## config.mk

```make
export PLATFORM = sky130hd
export DESIGN_NAME = rr_arbiter
export DESIGN_NICKNAME = d
export VERILOG_FILES = /design/src/rtl/rr_arbiter.sv
export SDC_FILE = /design/constraint.sdc
export NUM_CORES = 1
export LEC_CHECK = 0
export CORE_ASPECT_RATIO = 0.6
export CORE_MARGIN = 1.5
export CORE_UTILIZATION = 40
export CTS_CLUSTER_SIZE = 12
export DETAILED_ROUTE_END_ITERATION = 16
export PLACE_DENSITY = 0.66
export SLEW_MARGIN = 10
export SYNTH_ARGS = -nofsm -noshare
export SYNTH_HDL_FRONTEND = slang
export SYNTH_SLANG_ARGS = --single-unit
```

## constraint.sdc

```tcl
create_clock -name clk -period 3.4 [get_ports clk]
set_input_delay 0.51 -clock clk [delete_from_list [all_inputs] [get_ports clk]]
set_output_delay 0.51 -clock clk [all_outputs]
set_load 0.01 [all_outputs]
```

## src/rtl/rr_arbiter.sv

```systemverilog
// Round-robin arbiter: 2**N requesters, registered one-hot grant, rotating priority.
// Optional grant watchdog enabled by defining ARB_TIMEOUT_EN.
module rr_arbiter #(
   parameter int unsigned N       = 3,
   parameter int unsigned TIMEOUT = 16
) (
   input  logic               clk,
   input  logic               rst_n,
   input  logic [(1<<N)-1:0]  req,
   input  logic               done,
   output logic [(1<<N)-1:0]  gnt,
   output logic [N-1:0]       gnt_id,
   output logic               gnt_valid,
   output logic               err,
   output logic               timeout
);

   localparam int unsigned M = 1 << N;
   localparam logic [0:0] IDLE  = 1'b0;
   localparam logic [0:0] GRANT = 1'b1;

   generate
      if (TIMEOUT < 2 || TIMEOUT > 65535) begin : g_bad_timeout
         $error("rr_arbiter: TIMEOUT must lie in 2..65535");
      end
   endgenerate

   logic [0:0]   state_q, state_d;
   logic [N-1:0] ptr_q, ptr_d;
   logic [M-1:0] gnt_q, gnt_d;
   logic [N-1:0] gnt_id_q, gnt_id_d;
   logic         gnt_valid_q, gnt_valid_d;
   logic         err_q, err_d;
   logic         expire;
`ifdef ARB_TIMEOUT_EN
   logic [15:0]  cnt_q, cnt_d;
   logic         timeout_q, timeout_d;
`endif

   // rot_req[i] is requester (ptr+i) mod M, so bit 0 has highest priority
   logic [M-1:0] rot_req;
   generate
      for (genvar gi = 0; gi < M; gi++) begin : g_rot
         assign rot_req[gi] = req[ptr_q + N'(gi)];
      end
   endgenerate

   logic [N-1:0] win_off;
   logic         any_req;
   always_comb begin
      win_off = '0;
      any_req = 1'b0;
      for (int i = M - 1; i >= 0; i--) begin
         if (rot_req[i]) begin
            win_off = N'(i);
            any_req = 1'b1;
         end
      end
   end

   logic [N-1:0] winner;
   logic         release_now;
   assign winner      = ptr_q + win_off;
   assign release_now = done | ~req[gnt_id_q];

`ifdef ARB_TIMEOUT_EN
   assign expire = (cnt_q == 16'(TIMEOUT - 1));
`else
   assign expire = 1'b0;
`endif

   always_comb begin
      state_d     = state_q;
      ptr_d       = ptr_q;
      gnt_d       = gnt_q;
      gnt_id_d    = gnt_id_q;
      gnt_valid_d = gnt_valid_q;
      err_d       = 1'b0;
`ifdef ARB_TIMEOUT_EN
      cnt_d       = cnt_q;
      timeout_d   = 1'b0;
`endif
      if (state_q == IDLE) begin
         err_d = done;
         if (any_req) begin
            state_d        = GRANT;
            gnt_d          = '0;
            gnt_d[winner]  = 1'b1;
            gnt_id_d       = winner;
            gnt_valid_d    = 1'b1;
`ifdef ARB_TIMEOUT_EN
            cnt_d          = '0;
`endif
         end
      end else begin
         // Normal release wins over the watchdog when both hit the same edge
         if (release_now || expire) begin
            state_d     = IDLE;
            ptr_d       = gnt_id_q + N'(1);
            gnt_d       = '0;
            gnt_id_d    = '0;
            gnt_valid_d = 1'b0;
`ifdef ARB_TIMEOUT_EN
            timeout_d   = expire & ~release_now;
            cnt_d       = '0;
`endif
         end else begin
`ifdef ARB_TIMEOUT_EN
            cnt_d = cnt_q + 16'd1;
`endif
         end
      end
   end

   always_ff @(posedge clk) begin
      if (!rst_n) begin
         state_q     <= IDLE;
         ptr_q       <= '0;
         gnt_q       <= '0;
         gnt_id_q    <= '0;
         gnt_valid_q <= 1'b0;
         err_q       <= 1'b0;
`ifdef ARB_TIMEOUT_EN
         cnt_q       <= '0;
         timeout_q   <= 1'b0;
`endif
      end else begin
         state_q     <= state_d;
         ptr_q       <= ptr_d;
         gnt_q       <= gnt_d;
         gnt_id_q    <= gnt_id_d;
         gnt_valid_q <= gnt_valid_d;
         err_q       <= err_d;
`ifdef ARB_TIMEOUT_EN
         cnt_q       <= cnt_d;
         timeout_q   <= timeout_d;
`endif
      end
   end

   assign gnt       = gnt_q;
   assign gnt_id    = gnt_id_q;
   assign gnt_valid = gnt_valid_q;
   assign err       = err_q;
`ifdef ARB_TIMEOUT_EN
   assign timeout   = timeout_q;
`else
   assign timeout   = 1'b0;
`endif

endmodule

```

# --- After elaboration in Yosys (flattened, before gate mapping) ---
# Cells that the tools add are included.
totals:
  ff_bits: 17
  in_bits: 11
  elab_cells: 83
classes:
  add_sub_neg: 9
  magnitude_cmp: 11
  n_eq_ne: 1
  muxes: 48
  bitwise: 3
  reduce_logical: 5
ops:
  columns: ["op", "n"]
  rows:
  - ["less-than comparator 3 x 4 -> 1 bit (second input constant)", 10]
  - ["2-to-1 mux 3 bit", 11]
  - ["binary-select mux 1 bit (select 3 bit)", 9]
  - ["2-to-1 mux 1 bit", 24]
  - ["2-to-1 mux 8 bit", 3]
  - ["adder 3 bit (second input constant)", 4]
  - ["adder 3 x 1 -> 3 bit (second input constant)", 2]
  - ["adder 3 x 2 -> 3 bit (second input constant)", 2]
  - ["AND reduction 2 bit", 2]
  - ["adder 3 bit", 1]
  - ["demux 1 bit (select 3 bit)", 1]
  - ["greater-or-equal comparator 3 x 1 -> 1 bit (second input constant)", 1]
  - ["inequality test 2 x 1 -> 1 bit (second input constant)", 1]
  - ["inverter 1 bit", 2]
  - ["nonzero test 2 bit", 1]
  - ["OR reduction 2 bit", 1]
  - ["logical AND 1 bit", 1]
  - ["OR 1 bit", 1]

# --- Logic depth before layout (Yosys ltp) ---
# Gate-level depths: netlist of the first run.
depth:
  word_depth: 18
  mapped_depth: 15
  mapped_depth_nobuf: 13

# --- Least setup slack after synthesis of the first run ---
# No wires, ideal clock.
synth_timing:
  kind: "flip-flop to flip-flop"
  start: "register ptr_q[1]"
  end: "register gnt_q[6] (netlist: gnt[6])"
  setup_ns: 0.059
  arrival_ns: 3.553
  t_required_ns: 3.341
  slack_ns: -0.212
  stages_incl_launch_ff: 16
  n_path_buf: 2
  period_less_slack_ns: 3.612
  cell_sequence: "dfxtp_1 -> clkbuf_1 -> inv_1 -> ha_1 -> buf_6 -> mux2_4 -> mux4_2 -> nand3_1 -> nand2_1 -> o221ai_1 -> a221oi_1 -> ha_1 -> inv_1 -> fa_1 -> nor3_1 -> a22o_1"
synth_between:
  elab_chain_len: 18
  word_cells_on_any_way: 49
  classes_between: "8 x add/sub; 2 x order compare; 36 x mux; 3 x reduce/logical"
synth_rtl:
  columns: ["element", "line", "source"]
  rows:
  - ["from (decl)", "29", "logic [N-1:0] ptr_q, ptr_d;"]
  - ["from (signal assigned)", "129", "ptr_q <= ptr_d;"]
  - ["adder 3 bit", "44", "assign rot_req[gi] = req[ptr_q + N'(gi)];"]
  - ["binary-select mux 1 bit (select 3 bit)", "44", null]
  - ["2-to-1 mux 1 bit (not written as such)", "44", null]
  - ["2-to-1 mux 3 bit (8 in series)", "54", "if (rot_req[i]) begin"]
  - ["adder 3 bit", "63", "assign winner = ptr_q + win_off;"]
  - ["less-than comparator 3 x 4 -> 1 bit (not written as such) or greater-or-equal comparator 3 x 1 -> 1 bit (tied branches)", "88", "gnt_d[winner] = 1'b1;"]
  - ["logical AND 1 bit (not written as such)", "88", null]
  - ["2-to-1 mux 1 bit (not written as such)", "88", null]
  - ["demux 1 bit (select 3 bit)", "88", null]
  - ["2-to-1 mux 8 bit", "85", "if (any_req) begin"]
  - ["2-to-1 mux 8 bit", "83", "if (state_q == IDLE) begin"]
  - ["to (signal assigned)", "130", "gnt_q <= gnt_d;"]
  - ["to (decl)", "30", "logic [M-1:0] gnt_q, gnt_d;"]
# Parallel ways exist; a longest one is shown, timed or not. The select of a mux whose other input is x is not followed.
# A chain may end at the register's enable or synchronous reset.

# --- Worst setup path in the final report of the first run ---
layout_timing:
  start: "input req[7]"
  end: "register gnt_q[0] (netlist: gnt[0])"
layout_between:
  elab_chain_len: 17
  word_cells_on_any_way: 47
  classes_between: "1 x add/sub; 2 x order compare; 1 x eq/ne; 38 x mux; 2 x bitwise; 3 x reduce/logical"
layout_rtl:
  columns: ["element", "line", "source"]
  rows:
  - ["from (decl)", "9", "input logic [(1<<N)-1:0] req,"]
  - ["binary-select mux 1 bit (select 3 bit)", "44", null]
  - ["2-to-1 mux 1 bit (not written as such)", "44", null]
  - ["2-to-1 mux 3 bit (8 in series)", "54", null]
  - ["adder 3 bit", "63", null]
  - ["less-than comparator 3 x 4 -> 1 bit (not written as such) or greater-or-equal comparator 3 x 1 -> 1 bit (tied branches)", "88", null]
  - ["logical AND 1 bit (not written as such)", "88", null]
  - ["2-to-1 mux 1 bit (not written as such)", "88", null]
  - ["demux 1 bit (select 3 bit)", "88", null]
  - ["2-to-1 mux 8 bit", "85", null]
  - ["2-to-1 mux 8 bit", "83", null]
# Parallel ways exist; a longest one is shown, timed or not. The select of a mux whose other input is x is not followed.

==> impl_metrics.toml, run 1 <==
[status]
status = "completed"

[floorplan]
core_sq_um = 3340
die_h_um = 49.5
std_cell_rows = 16
io_pins = 25
die_area_sq_um = 3980
die_w_um = 80.4
start_util_pct = 43.0

[yosys]
ys_ff_latch = 17
synth_ff_type = "dfxtp_1"
ys_warn_count = 0
synthesis.nets = 148
yosysUniqueCellTypes = 47
async_reset_ff_share_pct = 0
netlist_area_sq_um = 1440
synth_edf_count = 0
syn_inst = 132
avgSynthCellArea_sq_um = 10.9
yosysSeqAreaShare_pct = 23.7

[timing]
post-route-period-util_pct = 99.1
clock.fmax_mhz = 297
hold_violations = 0
drv_slew = 0
timing.final.crit_period_ns = 3.37
tns_ns = 0
max_slew_margin_pct = 58.3
hold_ws_ns = 0.469
grt_setup_unrepaired = "yes"
tightestPinTransition_ns = 0.621
finalClockSkew_ns = 0.00510
finalSetupViolCount = 0

[cells_and_area]
nets = 198
fillers = 267
diodes = 0
synthToLayoutAreaGrowth_pct = 43.6
drive_gt1_share_pct = 42.5
seqCellArea_sq_um = 342
multi_input_area_sq_um = 1150

[global_routing]
grt_max_degree = 12
grt_pass1_wl_um = 6470
grt_overflow = 0
grt_antenna_before_repair = 0
grt_usage_pct = 21.6
grt_pass1_vias = 1247

[setup_path]
start_kind = "input port"
critical_path_required_ns = 3.59
path_class = "input port to flip-flop"
endpoint_kind = "flip-flop"
reg2reg_slack_ns = 0.06
arrival_ns = 3.56
worstPathMaxFanout = 4

[run]
cap_viol_max_count = 0

[clocking]
cts_max_level = 1
clock_latency_ns = 0.25
clockBufferDepth = 2
hold_buffers = 0
path_clk_slew_ns = 0.07
cts-buffers-inserted = 3
cts_tree = "yes"
cts.sinks = 17
cts_root_buf = "clkbuf_8"

[detailed_routing]
first_pass_iters = 4
ant_nets = 0
first_iter_violations = 123
post-route-drc-count = 0
wl_um = 4120
drt-vias-per-instance = 5.77
wl_per_cell_um = 18.2
vias = 1304

[power]
powerDensity_nw_per_um2 = 615
vdd_drop_max_uv = 327
p_leak_nw = 0.856

[place]
globalplace.congestion = 0.899
hpwlAfterDp_um = 3240
portBuffers = 23

[min_path]
hp-class = "flip-flop to flip-flop"
## cells by family (layout without fill, tap and decap cells)
kind of cell	Yosys count	after routing	synth area share (%)
AOI/OAI and AO/OA	24	24	14.0
xor gates and xnor gates	5	5	4.87
adders and majority gates	6	6	5.83
buffers and inverters	11	60	3.74
DFF	17	17	23.7
muxes	34	34	33.3
other	1	1	0.261
and+or+nand+nor	34	34	14.3
## layout make-up
type	count	share of cell area [%]
Multi-Input combinational cell	104	55.5
Timing Repair Buffer	50	21.8
Sequential cell	17	16.5
Tap cell	45	2.73
Clock buffer	4	2.18
Inverter	6	1.27
## per-stage QoR
stage          total power, mW  worst slack, ns  utilization, %  instances  area [sq um]
3_5_place_dp              1.04           -0.332            57.6        221          1930
4_1_cts                   1.20          0.00347            59.2        225          1980
6_report                  1.27           0.0305            61.8        226          2070
3_3_place_gp              1.02           -0.198            57.6        221          1930
5_1_grt                   1.34          -0.0842            61.8        226          2070
2_1_floorplan            0.769         0.000297               -        132          1490
## worst max-delay path: stages
cell	delay, ns
clkdlybuf4s50_1	0.46
mux2_1	0.41
mux2i_2	0.27
nand3_2	0.09
nand2_1	0.09
o221ai_2	0.11
a221oi_2	0.28
ha_2	0.22
inv_2	0.04
fa_2	0.56
or3b_4	0.38
o2bb2ai_1	0.13
## path summary, 6_finish.rpt
path,start,endpoint,depth (start not counted)
max,req[7],gnt[0]$_SDFFE_PN0P_,12
min,gnt_valid$_SDFFE_PN0P_,gnt_valid$_SDFFE_PN0P_,2
max reg2reg,ptr_q[0]$_SDFFE_PN0P_,gnt[0]$_SDFFE_PN0P_,12
min reg2reg,gnt_valid$_SDFFE_PN0P_,gnt_valid$_SDFFE_PN0P_,2
## cell usage after synthesis (2+ instances only)
| library cell | count | area share [%] |
|---|---|---|
| a21oi_1 | 5 | 1.7 |
| a22o_1 | 2 | 1.2 |
| a32o_1 | 2 | 1.4 |
| and2_1 | 2 | 0.87 |
| clkbuf_1 | 2 | 0.52 |
| dfxtp_1 | 17 | 24 |
| ha_1 | 4 | 3.5 |
| inv_1 | 6 | 1.6 |
| mux2_1 | 4 | 3.1 |
| mux2_2 | 2 | 1.6 |
| mux2_4 | 4 | 4.2 |
| mux2i_1 | 15 | 10 |
| mux4_1 | 2 | 3.7 |
| mux4_2 | 6 | 9.4 |
| nand2_1 | 9 | 2.3 |
| nand3_1 | 3 | 1.0 |
| nand4b_4 | 2 | 3.3 |
| nor2_1 | 10 | 2.6 |
| nor3_1 | 2 | 0.70 |
| o21ai_0 | 2 | 0.70 |
| o2bb2ai_1 | 4 | 2.4 |
| xnor2_1 | 2 | 1.2 |
## layout by cell type (no fill, tap or decap), types with 3 or more instances in the layout
cell type and count:
mux2_2 3, a21oi_1 3, clkdlybuf4s50_1 19, clkbuf_8 3, nor2_1 9, buf_4 25, mux2_4 5, o2bb2ai_1 4
mux4_2 6, nand2_1 9, inv_1 3, dlymetal6s2s_1 4, mux2i_1 9, mux2i_2 6, dfxtp_1 16
## routing by layer
| layer | routed length (um) | GRT usage (%) |
|---|---|---|
| met2 | 1840 | 30.7 |
| met5 | 0 | 0 |
| met3 | 215 | 4.63 |
| met1 | 2030 | 34.4 |
| met4 | 29 | 1.72 |
## power breakdown
| part | switching, mW | leakage [nW] | internal, mW |
|---|---|---|---|
| registers | 0.0446 | 0.140 | 0.239 |
| logic | 0.385 | 0.693 | 0.452 |
| clock network | 0.0669 | 0.0228 | 0.0831 |
| total | 0.496 | 0.856 | 0.774 |
## sequential cells by signal (all words and copies together) (netlist names)
signal and flops:
gnt 8, ptr_q 3, state_q 1, gnt_valid 1, gnt_id 3, err 1
## timing repair
action	in CTS	in global routing
buffers inserted	0	1
hold endpoints to repair	0	0
endpoints found under the setup margin	6	9
pin swaps	1	7
gates resized for setup	2	22
(Power assumes the default switching activity.)
==> run 2: changes to the inputs <==
--- a/config.mk
+++ b/config.mk
@@ -7,10 +7,11 @@
 export LEC_CHECK = 0
 export CORE_ASPECT_RATIO = 0.6
 export CORE_MARGIN = 1.5
-export CORE_UTILIZATION = 40
+export CORE_UTILIZATION = 48
 export CTS_CLUSTER_SIZE = 12
 export DETAILED_ROUTE_END_ITERATION = 16
-export PLACE_DENSITY = 0.66
+export PLACE_DENSITY = 0.76
+export SETUP_SLACK_MARGIN = 0.4
 export SLEW_MARGIN = 10
 export SYNTH_ARGS = -nofsm -noshare
 export SYNTH_HDL_FRONTEND = slang
==> impl_metrics.toml, run 2 (synthesized netlist as in run 1, its figures left out) <==
[detailed_routing]
wl_met1_um = 2010
first_iter_violations = 150
route.met2.wl_um = 2020
top_layer = "met4"
wl_per_cell_um = 19.7
first_pass_iters = 4
wl_um = 4430
post-route-drc-count = 0
routed-wl-met3_um = 341
vias = 1365
ant_nets = 0
drt-vias-per-instance = 6.07

[floorplan]
std_cell_rows = 15
io_pins = 25
die_area_sq_um = 3350
start_util_pct = 50.4
die_h_um = 45.4
core_sq_um = 2850
die_w_um = 73.7

[power]
vdd_drop_max_uv = 345
switching_share_pct = 40.4
p_sw_mw = 0.538
clockPowerShare_pct = 11.6
intPower_mw = 0.792
seq_power_share_pct = 21.7
comb_power_share_pct = 66.7
p_leak_nw = 0.846
powerDensity_nw_per_um2 = 631

[setup_path]
arrival_ns = 3.58
start_kind = "input port"
endpoint_kind = "flip-flop"
worstPathMaxFanout = 5
critical_path_required_ns = 3.59
path_class = "input port to flip-flop"

[cells_and_area]
synthToLayoutAreaGrowth_pct = 46.5
diodes = 0
layout_common_cells = "buf_4 (27), clkdlybuf4s50_1 (22), dfxtp_1 (16)"
largest_reg_flops = 8
layout_commonest_cell = "buf_4"
nets = 200
final_core_util_pct = 73.9
drive_gt1_share_pct = 45.4
fillers = 200
postLayoutCellArea_sq_um = 2110

[timing]
drv_slew = 0
finalSetupViolCount = 0
grt_setup_unrepaired = "yes"
clock.fmax_mhz = 295
tns_ns = 0
max_slew_margin_pct = 57.1
tightestPinTransition_ns = 0.639
post-route-period-util_pct = 99.6
finalClockSkew_ns = 0.00744
timing.final.crit_period_ns = 3.39
hold_violations = 0
layout_setup_ws_ns = 0.0131

[global_routing]
grt_usage_pct = 29.0
grt_pass1_vias = 1368
grt_antenna_before_repair = 0
grt_max_degree = 12
grt_overflow = 0
grt_pass1_wl_um = 7110

[place]
globalplace.congestion = 0.907
pre_cts_slack_ns = -0.400
hpwlAfterDp_um = 3300
placed_area_sq_um = 1900
portBuffers = 23

[clocking]
cts-buffers-inserted = 3
clock_latency_ns = 0.26
cts_max_level = 1
cts.sinks = 17
cts_tree = "yes"
cts_root_buf = "clkbuf_8"
path_clk_slew_ns = 0.07
clockBufferDepth = 2
hold_buffers = 0

[run]
cap_viol_max_count = 0

[min_path]
hp-class = "flip-flop to flip-flop"

[status]
status = "completed"
-- run 2: cell count changes in the layout (fill, tap and decap cells not counted), moves of 2 or more --
| cell | before | now |
|---|---|---|
| buf_4 | 25 | 27 |
| clkdlybuf4s50_1 | 19 | 22 |
| dlymetal6s2s_1 | 4 | 0 |
| nor2_4 | 1 | 3 |
| o2bb2ai_1 | 4 | 2 |
-- run 2: final timing paths --
path	depth (start not counted)	slack, ns	start	to
worst max-delay path	12	0.01	req[3]	gnt[0]$_SDFFE_PN0P_
worst min register to register	1	0.47	gnt[5]$_SDFFE_PN0P_	gnt[5]$_SDFFE_PN0P_
worst min-delay path	1	0.47	gnt[5]$_SDFFE_PN0P_	gnt[5]$_SDFFE_PN0P_
worst max register to register	14	0.05	ptr_q[0]$_SDFFE_PN0P_	gnt_id[1]$_SDFFE_PN0P_
-- run 2: through the flow --
stage,hold slack (ns),std cells,total power [mW]
final,0.474,225,1.33
after CTS,0.471,225,1.30
after global placement,0.446,215,0.991
after detailed placement,0.451,215,1.02
after global routing,0.479,225,1.39
after floorplan,0.478,132,0.770
-- run 2: critical path, stage by stage --
cell and delay [ns]:
clkdlybuf4s50_1 0.51, mux2_1 0.39, mux2i_2 0.25, nand3_2 0.12, nand2_2 0.09, o221ai_2 0.09
a221oi_2 0.26, ha_2 0.22, inv_2 0.04, fa_2 0.54, or3b_4 0.42, o2bb2ai_4 0.13
-- run 2: layer usage --
| layer | up-vias | global-route usage (%) |
|---|---|---|
| met1 | 680 | 40.7 |
| li1 | 608 | - |
| met3 | 9 | 6.19 |
| met4 | 0 | 7.78 |
| met2 | 68 | 45.9 |
| met5 | - | 0 |
-- run 2: power by group through the flow --
stage	registers, mW	clock network, mW	logic [mW]
3_5_place_dp	0.286	0	0.735
2_1_floorplan	0.287	0	0.483
4_1_cts	0.286	0.157	0.857
3_3_place_gp	0.284	0	0.707
6_report	0.289	0.154	0.887
5_1_grt	0.292	0.165	0.933
-- run 2: what timing repair did --
action | in CTS | in global routing
setup endpoints to repair | 10 | 10
gates resized for setup | 25 | 3
pin swaps | 10 | 5
setup buffers | 6 | 0
-- run 2: final cells by class --
type	instances	area, sq um	share of cell area [%]
clock inverter	1	7.51	0.356
clock buffer	3	41.3	1.96
inverter	6	26.3	1.25
sequential	17	342	16.2
tap	42	52.6	2.49
timing repair buffer	52	454	21.5
multi-input combinational	104	1180	56.2
==> run 3: changes to the inputs <==
--- a/config.mk
+++ b/config.mk
@@ -5,9 +5,10 @@
 export SDC_FILE = /design/constraint.sdc
 export NUM_CORES = 1
 export LEC_CHECK = 0
+export CAP_MARGIN = 0
 export CORE_ASPECT_RATIO = 0.6
 export CORE_MARGIN = 1.5
-export CORE_UTILIZATION = 48
+export CORE_UTILIZATION = 50
 export CTS_CLUSTER_SIZE = 12
 export DETAILED_ROUTE_END_ITERATION = 16
 export PLACE_DENSITY = 0.76
==> constraint.sdc (replaced) <==
create_clock -name clk -period 4.3 [get_ports clk]
set_input_delay 0.645 -clock clk [delete_from_list [all_inputs] [get_ports clk]]
set_output_delay 0.645 -clock clk [all_outputs]
set_load 0.01 [all_outputs]
==> impl_metrics.toml, run 3 (synthesized netlist as in run 1, its figures left out) <==
[detailed_routing]
post-route-drc-count = 0
ant_nets = 0
wl_um = 3560
drt-vias-per-instance = 6.17
wl_per_cell_um = 18.5
first_pass_iters = 4
first_iter_violations = 161
vias = 1185

[timing]
clock.fmax_mhz = 271
tightestPinTransition_ns = 0.768
finalSetupViolCount = 0
hold_violations = 0
timing.final.crit_period_ns = 3.69
drv_slew = 0
grt_setup_unrepaired = "no"
max_slew_margin_pct = 48.2
finalClockSkew_ns = 0.00962
post-route-period-util_pct = 85.9
hold_ws_ns = 0.468
tns_ns = 0

[cells_and_area]
drive_gt1_share_pct = 20.6
synthToLayoutAreaGrowth_pct = 23.3
layout_commonest_cell = "clkdlybuf4s50_1"
nets = 177
diodes = 0
layout_common_cells = "clkdlybuf4s50_1 (23), dfxtp_1 (17), mux2i_1 (15)"
largest_reg_flops = 8
final_core_util_pct = 68.0

[power]
p_sw_mw = 0.350
seq_power_share_pct = 25.8
intPower_mw = 0.516
powerDensity_nw_per_um2 = 488
vdd_drop_max_uv = 256
clockPowerShare_pct = 14.1
p_leak_nw = 0.699
comb_power_share_pct = 60.1
switching_share_pct = 40.4

[global_routing]
grt_overflow = 0
grt_max_degree = 12
grt_antenna_before_repair = 0
grt_usage_pct = 24.2
grt_pass1_vias = 1104
grt_pass1_wl_um = 5720

[clocking]
cts_resized = 0
path_clk_slew_ns = 0.07
clockBufferDepth = 2
hold_buffers = 0
cts_setup_buffers = 0
cts_tree = "yes"
cts-buffers-inserted = 3
clock_latency_ns = 0.26
cts.sinks = 17
cts_root_buf = "clkbuf_8"
cts_max_level = 1

[place]
portBuffers = 23
hpwlAfterDp_um = 2840
globalplace.congestion = 0.874

[setup_path]
path_class = "input port to flip-flop"
reg2regPathDepth = 13
r2r-start = "ptr_q[1]$_SDFFE_PN0P_"
start_kind = "input port"
worstSetupStartpoint = "req[0]"
arrival_ns = 3.88
worstPathMaxFanout = 5
critical_path_required_ns = 4.49
endpoint_kind = "flip-flop"

[run]
cap_viol_max_count = 0

[floorplan]
die_w_um = 72.3
io_pins = 25
start_util_pct = 55.1
std_cell_rows = 14
core_sq_um = 2610
die_h_um = 44.6
die_area_sq_um = 3220

[status]
status = "completed"

[min_path]
min_from = "gnt_valid$_SDFFE_PN0P_"
hp-class = "flip-flop to flip-flop"
whs_path_depth = 2
==> run 3: cell types whose count changed in the layout (fill, tap and decap cells not counted), sizes merged <==
cell and change:
buf -23, clkdlybuf4s50 +1, inv +1, clkinvlp -1, dlygate4sd2 -1
==> run 3: power by group through the flow <==
| stage | logic (mW) | clock network (mW) | registers (mW) |
|---|---|---|---|
| final | 0.521 | 0.122 | 0.223 |
| after global routing | 0.552 | 0.133 | 0.227 |
| after CTS | 0.512 | 0.126 | 0.222 |
| after detailed placement | 0.507 | 0 | 0.225 |
| after global placement | 0.496 | 0 | 0.225 |
| after floorplan | 0.357 | 0 | 0.226 |
==> run 3: critical path: stages <==
cell	delay (ns)
clkdlybuf4s50_1	0.50
mux2_1	0.39
mux2i_1	0.20
buf_4	0.18
nand3_1	0.07
nand2_1	0.09
o221ai_1	0.12
a221oi_1	0.29
ha_1	0.20
inv_1	0.05
fa_1	0.59
or3b_1	0.39
o2bb2ai_1	0.17
==> run 3: layer usage <==
metal	global-route usage (%)	part of all wire, %	vias up
met3	6.15	4.7	6
li1	-	-	564
met2	30.0	39	28
met4	6.79	0.87	0
met1	39.6	55	587
met5	0	0	-
==> run 3: cell type report <==
type / instances / area, sq um
fill: 191 / 836
sequential: 17 / 340
timing repair buffer: 29 / 275
inverter: 6 / 22.5
clock buffer: 3 / 41.3
clock inverter: 1 / 7.51
tap: 32 / 40.0
multi-input combinational: 104 / 1050
==> run 3: path summary, 6_finish.rpt <==
kind,to,slack [ns]
setup / recovery,gnt[4]$_SDFFE_PN0P_,0.61
hold / removal,gnt_valid$_SDFFE_PN0P_,0.47
setup reg to reg,gnt[6]$_SDFFE_PN0P_,0.63
hold reg to reg,gnt_valid$_SDFFE_PN0P_,0.47
==> run 3: per-stage QoR <==
step                      instances  worst slack [ns]  area [sq um]  power (mW)
final                           192             0.608          1770       0.866
after global routing            192             0.436          1770       0.912
after CTS                       192             0.584          1770       0.860
after detailed placement        188             0.404          1720       0.733
after global placement          188             0.385          1720       0.721
after floorplan                 132             0.688          1440       0.583
